==> config.mk <==
export PLATFORM = sky130hd
export DESIGN_NAME = mips_hazard_unit
export DESIGN_NICKNAME = d
export VERILOG_FILES = /design/src/rtl/mips_pkg.sv /design/src/rtl/mips_fwd_select.sv /design/src/rtl/mips_hazard_unit.sv
export SDC_FILE = /design/constraint.sdc
export NUM_CORES = 1
export LEC_CHECK = 0
export ABC_CLOCK_PERIOD_IN_PS = 4600
export CORE_UTILIZATION = 42
export CTS_BUF_LIST = sky130_fd_sc_hd__clkbuf_4 sky130_fd_sc_hd__clkbuf_8
export DETAILED_ROUTE_END_ITERATION = 10
export PLACE_DENSITY = 0.87
export SETUP_SLACK_MARGIN = 0.2
export SYNTH_ARGS = -nofsm -noshare
export SYNTH_HDL_FRONTEND = slang
export SYNTH_SLANG_ARGS = --single-unit
==> constraint.sdc <==
create_clock -name Clk -period 4.6 [get_ports Clk]
set_clock_uncertainty 0.15 [all_clocks]
set_input_delay 1.38 -clock Clk [delete_from_list [all_inputs] [get_ports Clk]]
set_output_delay 1.38 -clock Clk [all_outputs]
set_load 0.1 [all_outputs]
==> src/rtl/mips_pkg.sv <==
// Shared definitions for the MIPS pipeline hazard logic: forward-select codes,
// hazard FSM states, stage destination payload and the default mult/div latency.
package mips_pkg;

   localparam int unsigned REG_W                  = 5;
   localparam int unsigned FWD_W                  = 2;
   localparam int unsigned BUSY_W                 = 4;
   localparam int unsigned STATS_W                = 32;
   localparam int unsigned MULDIV_LATENCY_DEFAULT = 4;

   localparam logic [FWD_W-1:0] FWD_RF  = 2'b00;
   localparam logic [FWD_W-1:0] FWD_EX  = 2'b01;
   localparam logic [FWD_W-1:0] FWD_MEM = 2'b10;
   localparam logic [FWD_W-1:0] FWD_WB  = 2'b11;

   typedef enum logic [1:0] {
      RUN         = 2'd0,
      LOAD_STALL  = 2'd1,
      MULDIV_WAIT = 2'd2
   } hazard_state_t;

   // Destination fields leaving one pipeline register.
   typedef struct packed {
      logic [REG_W-1:0] rd;
      logic             rf_enable;
   } stage_dst_t;

   // A stage matches a source when it writes that register and it is not $0.
   function automatic logic reg_match(input stage_dst_t dst, input logic [REG_W-1:0] src);
      return dst.rf_enable && (dst.rd == src) && (src != '0);
   endfunction

endpackage

==> src/rtl/mips_fwd_select.sv <==
// Priority operand-forwarding select for one ID-stage source register;
// flags a load-use hazard instead of forwarding from a load still in EX.
module mips_fwd_select
   import mips_pkg::*;
(
   input  logic [REG_W-1:0] src,
   input  logic             uses,
   input  stage_dst_t       ex_dst,
   input  logic             ex_load,
   input  stage_dst_t       mem_dst,
   input  stage_dst_t       wb_dst,
   output logic [FWD_W-1:0] sel_c,
   output logic             load_use_c
);

   always_comb begin
      sel_c      = FWD_RF;
      load_use_c = 1'b0;
      if (uses) begin
         if (reg_match(ex_dst, src)) begin
            if (ex_load) begin
               load_use_c = 1'b1;
            end else begin
               sel_c = FWD_EX;
            end
         end else if (reg_match(mem_dst, src)) begin
            sel_c = FWD_MEM;
         end else if (reg_match(wb_dst, src)) begin
            sel_c = FWD_WB;
         end
      end
   end

endmodule

==> src/rtl/mips_hazard_unit.sv <==
// Five-stage MIPS hazard unit: forwarding selects, load-use and HI/LO stalls.
// Optional stall statistics counter enabled by defining MIPS_HAZARD_STATS_EN.
module mips_hazard_unit
   import mips_pkg::*;
#(
   parameter int unsigned MULDIV_LATENCY = MULDIV_LATENCY_DEFAULT
)
(
   input  logic             Clk,
   input  logic             Reset,
   input  logic [REG_W-1:0] ID_RS,
   input  logic [REG_W-1:0] ID_RT,
   input  logic             ID_USES_RS,
   input  logic             ID_USES_RT,
   input  logic             ID_USES_HILO,
   input  logic [REG_W-1:0] EX_REG,
   input  logic             EX_RF_ENABLE,
   input  logic             EX_LOAD_INSTR,
   input  logic             EX_MULDIV,
   input  logic [REG_W-1:0] MEM_REG,
   input  logic             MEM_RF_ENABLE,
   input  logic [REG_W-1:0] WB_REG,
   input  logic             WB_RF_ENABLE,
   output logic [FWD_W-1:0] FWD_A_SEL,
   output logic [FWD_W-1:0] FWD_B_SEL,
   output logic             PC_LE,
   output logic             IF_ID_LE,
   output logic             ID_EX_BUBBLE
`ifdef MIPS_HAZARD_STATS_EN
   ,
   output logic [STATS_W-1:0] STALL_COUNT
`endif
);

   localparam logic [BUSY_W-1:0] BUSY_RELOAD = BUSY_W'(MULDIV_LATENCY - 1);

   hazard_state_t     state;
   hazard_state_t     state_nxt;
   logic [BUSY_W-1:0] busy_cnt;
   stage_dst_t        ex_dst;
   stage_dst_t        mem_dst;
   stage_dst_t        wb_dst;
   logic [FWD_W-1:0]  sel_a;
   logic [FWD_W-1:0]  sel_b;
   logic              load_use_a;
   logic              load_use_b;
   logic              load_use;
   logic              hilo_hazard;
   logic              stall;

   assign ex_dst  = '{rd: EX_REG,  rf_enable: EX_RF_ENABLE};
   assign mem_dst = '{rd: MEM_REG, rf_enable: MEM_RF_ENABLE};
   assign wb_dst  = '{rd: WB_REG,  rf_enable: WB_RF_ENABLE};

   mips_fwd_select u_fwd_rs (
      .src        (ID_RS),
      .uses       (ID_USES_RS),
      .ex_dst     (ex_dst),
      .ex_load    (EX_LOAD_INSTR),
      .mem_dst    (mem_dst),
      .wb_dst     (wb_dst),
      .sel_c      (sel_a),
      .load_use_c (load_use_a)
   );

   mips_fwd_select u_fwd_rt (
      .src        (ID_RT),
      .uses       (ID_USES_RT),
      .ex_dst     (ex_dst),
      .ex_load    (EX_LOAD_INSTR),
      .mem_dst    (mem_dst),
      .wb_dst     (wb_dst),
      .sel_c      (sel_b),
      .load_use_c (load_use_b)
   );

   // mfhi/mflo must wait while a mult/div is in EX or still owns HI/LO.
   assign load_use    = load_use_a | load_use_b;
   assign hilo_hazard = ID_USES_HILO & ((busy_cnt != '0) | EX_MULDIV);
   assign stall       = load_use | hilo_hazard;

   // HI/LO busy counter: a new mult/div always reloads, otherwise counts down to 0.
   always_ff @(posedge Clk) begin
      if (Reset) begin
         busy_cnt <= '0;
      end else if (EX_MULDIV) begin
         busy_cnt <= BUSY_RELOAD;
      end else if (busy_cnt != '0) begin
         busy_cnt <= busy_cnt - BUSY_W'(1);
      end
   end

   always_ff @(posedge Clk) begin
      if (Reset) begin
         state <= RUN;
      end else begin
         state <= state_nxt;
      end
   end

   // Load-use wins over HI/LO when both appear in the same cycle.
   always_comb begin
      state_nxt = state;
      case (state)
         RUN: begin
            if (load_use) begin
               state_nxt = LOAD_STALL;
            end else if (hilo_hazard) begin
               state_nxt = MULDIV_WAIT;
            end
         end
         LOAD_STALL: begin
            state_nxt = hilo_hazard ? MULDIV_WAIT : RUN;
         end
         MULDIV_WAIT: begin
            if (hilo_hazard) begin
               state_nxt = MULDIV_WAIT;
            end else if (load_use) begin
               state_nxt = LOAD_STALL;
            end else begin
               state_nxt = RUN;
            end
         end
         default: begin
            state_nxt = RUN;
         end
      endcase
   end

   // Reset overrides everything so a stall in flight is dropped at once.
   always_comb begin
      FWD_A_SEL    = FWD_RF;
      FWD_B_SEL    = FWD_RF;
      PC_LE        = 1'b1;
      IF_ID_LE     = 1'b1;
      ID_EX_BUBBLE = 1'b0;
      if (!Reset) begin
         if (stall) begin
            PC_LE        = 1'b0;
            IF_ID_LE     = 1'b0;
            ID_EX_BUBBLE = 1'b1;
         end else begin
            FWD_A_SEL = sel_a;
            FWD_B_SEL = sel_b;
         end
      end
   end

`ifdef MIPS_HAZARD_STATS_EN
   // Saturating count of stalled cycles.
   always_ff @(posedge Clk) begin
      if (Reset) begin
         STALL_COUNT <= '0;
      end else if (stall && (STALL_COUNT != '1)) begin
         STALL_COUNT <= STALL_COUNT + STATS_W'(1);
      end
   end
`endif

endmodule

==> run metrics, run 1 <==
Synth Register Bits 4; status aborted with a tool error; gpl congestion 0.816; Netlist cell types 29; post-synthesis simple-gate area fraction 35.2%; Compound-Gate Fraction of Synth Area 9.57%; Die Wd 43.7 µm; post-synthesis mux area share 0%; cts hold-fix bufs 0; Syn Area/Cell 7.70 µm²; Stopped at 4_1_cts; Syn Inst Count 95; post-synthesis sequential area ratio 10.9%; mapped cell area 732 µm²; H-tree levels 1; FP Rows 14; placed cell areas 1400 µm²; # Post-CTS Setup Buffers 9; Synth Warn # 0; main combinational cell family by area after synthesis XOR/XNOR gates; # resized after CTS 94; die height 43.7 µm; Initial Util 47.0%; Port Buffer Count 41; CTS Buf Count 3; Syn Nets 132; Clock Sinks 4; root buf cell clkbuf_4; Max Root-Sink Buffers 2; Post-Synth XOR/XNOR Area 38.3%; tool error [ERROR DPL-0038] Utilization greater than 100%, impossible to legalize; post-synthesis adder-cell area fraction 3.42%; HPWL after DPL 2.14 mm; I/O pin cnt 42
-- cells in the mapped netlist, drive strengths merged --
cell,number,area [µm²]
a21oi,2,10.0
a31oi,1,6.26
and4bb,1,12.5
buf,1,7.51
clkbuf,1,3.75
dfxtp,4,80.1
ha,2,25.0
inv,2,7.51
nand2,6,22.5
nand4,6,37.5
nor2,11,53.8
nor3,5,25.0
nor3b,1,7.51
nor4,6,37.5
o211a,1,10.0
o21ai,2,10.0
o21ba,1,10.0
o21bai,1,7.51
o41ai,1,16.3
or2b,1,7.51
or3,4,26.3
or3b,1,8.76
or4,2,18.8
xnor2,25,219
xor2,7,61.3
-- through the flow --
stage,setup slack (ns),setup TNS [ns],instances
floorplan,-0.261,-0.672,95
global placement,-0.204,-1.19,165
detailed placement,-0.231,-1.27,165
-- cell families after synthesis --
logic type / Yosys count
buffers and inverters: 4
DFF: 4
adders and majority gates: 2
and+or+nand+nor: 44
AOI/OAI and AO/OA: 9
xor gates and xnor gates: 32
==> run 2: changes to the inputs <==
--- a/config.mk
+++ b/config.mk
@@ -6,11 +6,10 @@
 export NUM_CORES = 1
 export LEC_CHECK = 0
 export ABC_CLOCK_PERIOD_IN_PS = 4600
-export CORE_UTILIZATION = 42
-export CTS_BUF_LIST = sky130_fd_sc_hd__clkbuf_4 sky130_fd_sc_hd__clkbuf_8
+export CORE_AREA = 2 2 63 65
 export DETAILED_ROUTE_END_ITERATION = 10
-export PLACE_DENSITY = 0.87
-export SETUP_SLACK_MARGIN = 0.2
+export DIE_AREA = 0 0 65 67
+export PLACE_DENSITY_LB_ADDON = 0.15
 export SYNTH_ARGS = -nofsm -noshare
 export SYNTH_HDL_FRONTEND = slang
 export SYNTH_SLANG_ARGS = --single-unit
==> run metrics, run 2 <==
Netlist cell types 29 (unchanged); Syn Inst Count 95 (unchanged); largest net degree at the start of global routing 8; worst-path fanout max 6; final worst-path cycle share 98.7%; Max stage delay on crit path 0.54 ns; nets 201; pwr dens 161 nW/µm²; Leakage Power 0.707 nW; Syn Area/Cell 7.70 µm² (unchanged); Setup-failing EPs final 0; Max Root-Sink Buffers 2 (unchanged); final-report hold violation count 0; unrepaired setup endpoints after global routing yes; Max-slew headroom 75.5%; final antenna-violating net count 0; Clock Sinks 4 (unchanged); most flop-heavy register busy_cnt; DRT iter0 DRCs 9; die height 67 µm (was 43.7 µm); ys async rst share 0% (unchanged); Layout area overhead 127%; Total Routed Length 2.65 mm; top cells by area, synth xnor2_1 (30%), dfxtp_1 (11%), xor2_1 (8.4%), nand4_1 (5.1%), nor4_1 (5.1%) (unchanged); number of synthesized flops with an enable pin 0 (unchanged); Top delay family on crit path simple AND/OR/NAND/NOR gates; WP buf/inv 3; H-tree levels 1 (unchanged); gpl congestion 0.854 (was 0.816); cts hold-fix bufs 0 (unchanged); upper clock frequency limit 220 MHz; FP Rows 22 (was 14); Ant. Diodes 0; post-synthesis sequential area ratio 10.9% (unchanged); dominant synthesized flop cell dfxtp_1 (unchanged); total gr overflow 0; placed cell areas 1460 µm² (was 1400 µm²); WL per Instance 12.6 µm; top-count cell post-synth xnor2_1 (unchanged); CTS tree built; top-area cell type share of the netlist area 29.9% (unchanged); CP startpoint kind input pin; Die Wd 65 µm (was 43.7 µm); Max Slew Vio Count 0; met3 usage in global routing 3.21%; Final min period 4.54 ns; clock slew at reported path FFs 0.03 ns; worst-margin pin slew 0.364 ns; vias 934; Initial DRT Pass Iterations 2; DR vias/cell 4.45; first-pass GRT wire length 4.31 mm; max FFs per register 4; mapped cell area 732 µm² (unchanged); GRT Max-Usage Layer met2; status finished, final reports clean (was aborted with a tool error); CTS Buf Count 3 (unchanged); I/O pin cnt 42 (unchanged); number of remaining DRC errors 0; # fillers 371; crit-path cells buf_2 > or4_4 > nor2_4 > o41ai_4 > buf_6 > nor4_4 > buf_12; Port Buffer Count 41 (unchanged); vias in the first global route 976; largest registers busy_cnt (4); CP Class input pin to primary output; initial antenna violation count 0; CP required 3.07 ns; clk_lat worst skew 0.22 ns; most frequent cells in the layout buf_4 (21), xnor2_1 (20), clkdlybuf4s50_1 (11); global routing usage on met2 24.6%; layout cell share with drive strength beyond 1 47.5%; maximum vdd ir drop 0.0668 mV; Synth Warn # 0 (unchanged); Crit. End Element primary output; Overall Global Routing Usage 12.8%; Synth Register Bits 4 (unchanged); cell taking the most area after synthesis xnor2_1 (unchanged); HPWL after DPL 2.16 mm (was 2.14 mm); core area 3610 µm²; Syn Nets 132 (unchanged); routing usage on met1 14.4%; Initial Util 20.3% (was 47.0%); worst hold path class flip-flop to flip-flop; # Max-Cap Violations 0; Design Area, Final 1660 µm²; die area 4360 µm²; setup TNS 0 ns; root buf cell clkbuf_8 (was clkbuf_4); critical path arrival 3.01 ns; Synth top cells by count xnor2_1 (25), nor2_1 (8), xor2_1 (7) (unchanged); slowest stage cell, crit path or4_4; commonest non-fill, non-tap cell in the layout buf_4
[run 2: cell counts after synthesis]
Identical to the previous run, type by type.
[run 2: cell type report]
| cell class | count | area [µm²] | area share [%] |
|---|---|---|---|
| well taps | 48 | 60.1 | 3.61 |
| flip-flops and latches | 4 | 80.1 | 4.81 |
| repair buffers | 66 | 637 | 38.3 |
| clock buffers | 3 | 41.3 | 2.48 |
| inverters | 2 | 7.51 | 0.451 |
| multi-input cells | 87 | 838 | 50.4 |
[run 2: worst min-delay path, delay by kind of cell (launching register included)]
family	cells	cell delay [ns]
AOI/OAI and AO/OA	1	0.12
DFF	1	0.31
and+or+nand+nor	1	0.05
[run 2: kinds of logic (layout without fill, tap and decap cells)]
| kind of cell | count (synthesis) | in the layout | synth area share [%] |
|---|---|---|---|
| AO/OA/AOI/OAI | 9 | 9 | 9.57 |
| XOR/XNOR | 32 | 32 | 38.3 |
| adder cells (fa/ha/maj) | 2 | 2 | 3.42 |
| buffers and inverters | 4 | 71 | 2.56 |
| flip-flops | 4 | 4 | 10.9 |
| AND/OR/NAND/NOR | 44 | 44 | 35.2 |
[run 2: timing repair]
item,CTS,global route
cloned,0,0
setup buffers,4,2
gates resized for setup,48,34
pin swaps,17,23
endpoints found under the setup margin,7,7
[run 2: power breakdown]
part	internal (mW)	total, mW	switching [mW]
sequential	0.0386	0.0408	0.00222
combinational	0.0776	0.153	0.0756
clock	0.0558	0.0737	0.0180
[run 2: path summary, 6_finish.rpt]
path / startpoint / to / slack, ns / cells past startpoint
hold reg to reg: busy_cnt[3]$_SDFFE_PP0P_ / busy_cnt[3]$_SDFFE_PP0P_ / 0.38 / 2
setup reg to reg: busy_cnt[0]$_SDFFE_PP0N_ / busy_cnt[1]$_SDFFE_PP0N_ / 3.01 / 7
hold / removal: busy_cnt[3]$_SDFFE_PP0P_ / busy_cnt[3]$_SDFFE_PP0P_ / 0.38 / 2
setup / recovery: ID_RS[2] / FWD_A_SEL[1] / 0.06 / 7
[run 2: metal layers]
| layer | share of wire, % | routed length, µm | vias to the layer above |
|---|---|---|---|
| met1 | 40 | 1050 | 432 |
| li1 | - | - | 471 |
| met4 | 0 | 0 | 0 |
| met2 | 54 | 1430 | 31 |
| met5 | 0 | 0 | - |
| met3 | 6.3 | 166 | 0 |
[run 2: metrics by stage]
| step | instances | utilization, % | hold slack [ns] | power, mW | setup WS (ns) |
|---|---|---|---|---|---|
| after floorplan | 95 | - | 0.349 | 0.114 | -0.261 |
| after global placement | 201 | 40.6 | 0.363 | 0.183 | -0.215 |
| after detailed placement | 201 | 40.6 | 0.378 | 0.185 | -0.231 |
| after CTS | 208 | 44.5 | 0.384 | 0.264 | 0.000285 |
| after global routing | 210 | 46.1 | 0.443 | 0.287 | -0.0254 |
| final | 210 | 46.1 | 0.381 | 0.268 | 0.0617 |
Power figures use the tool's default switching activity.
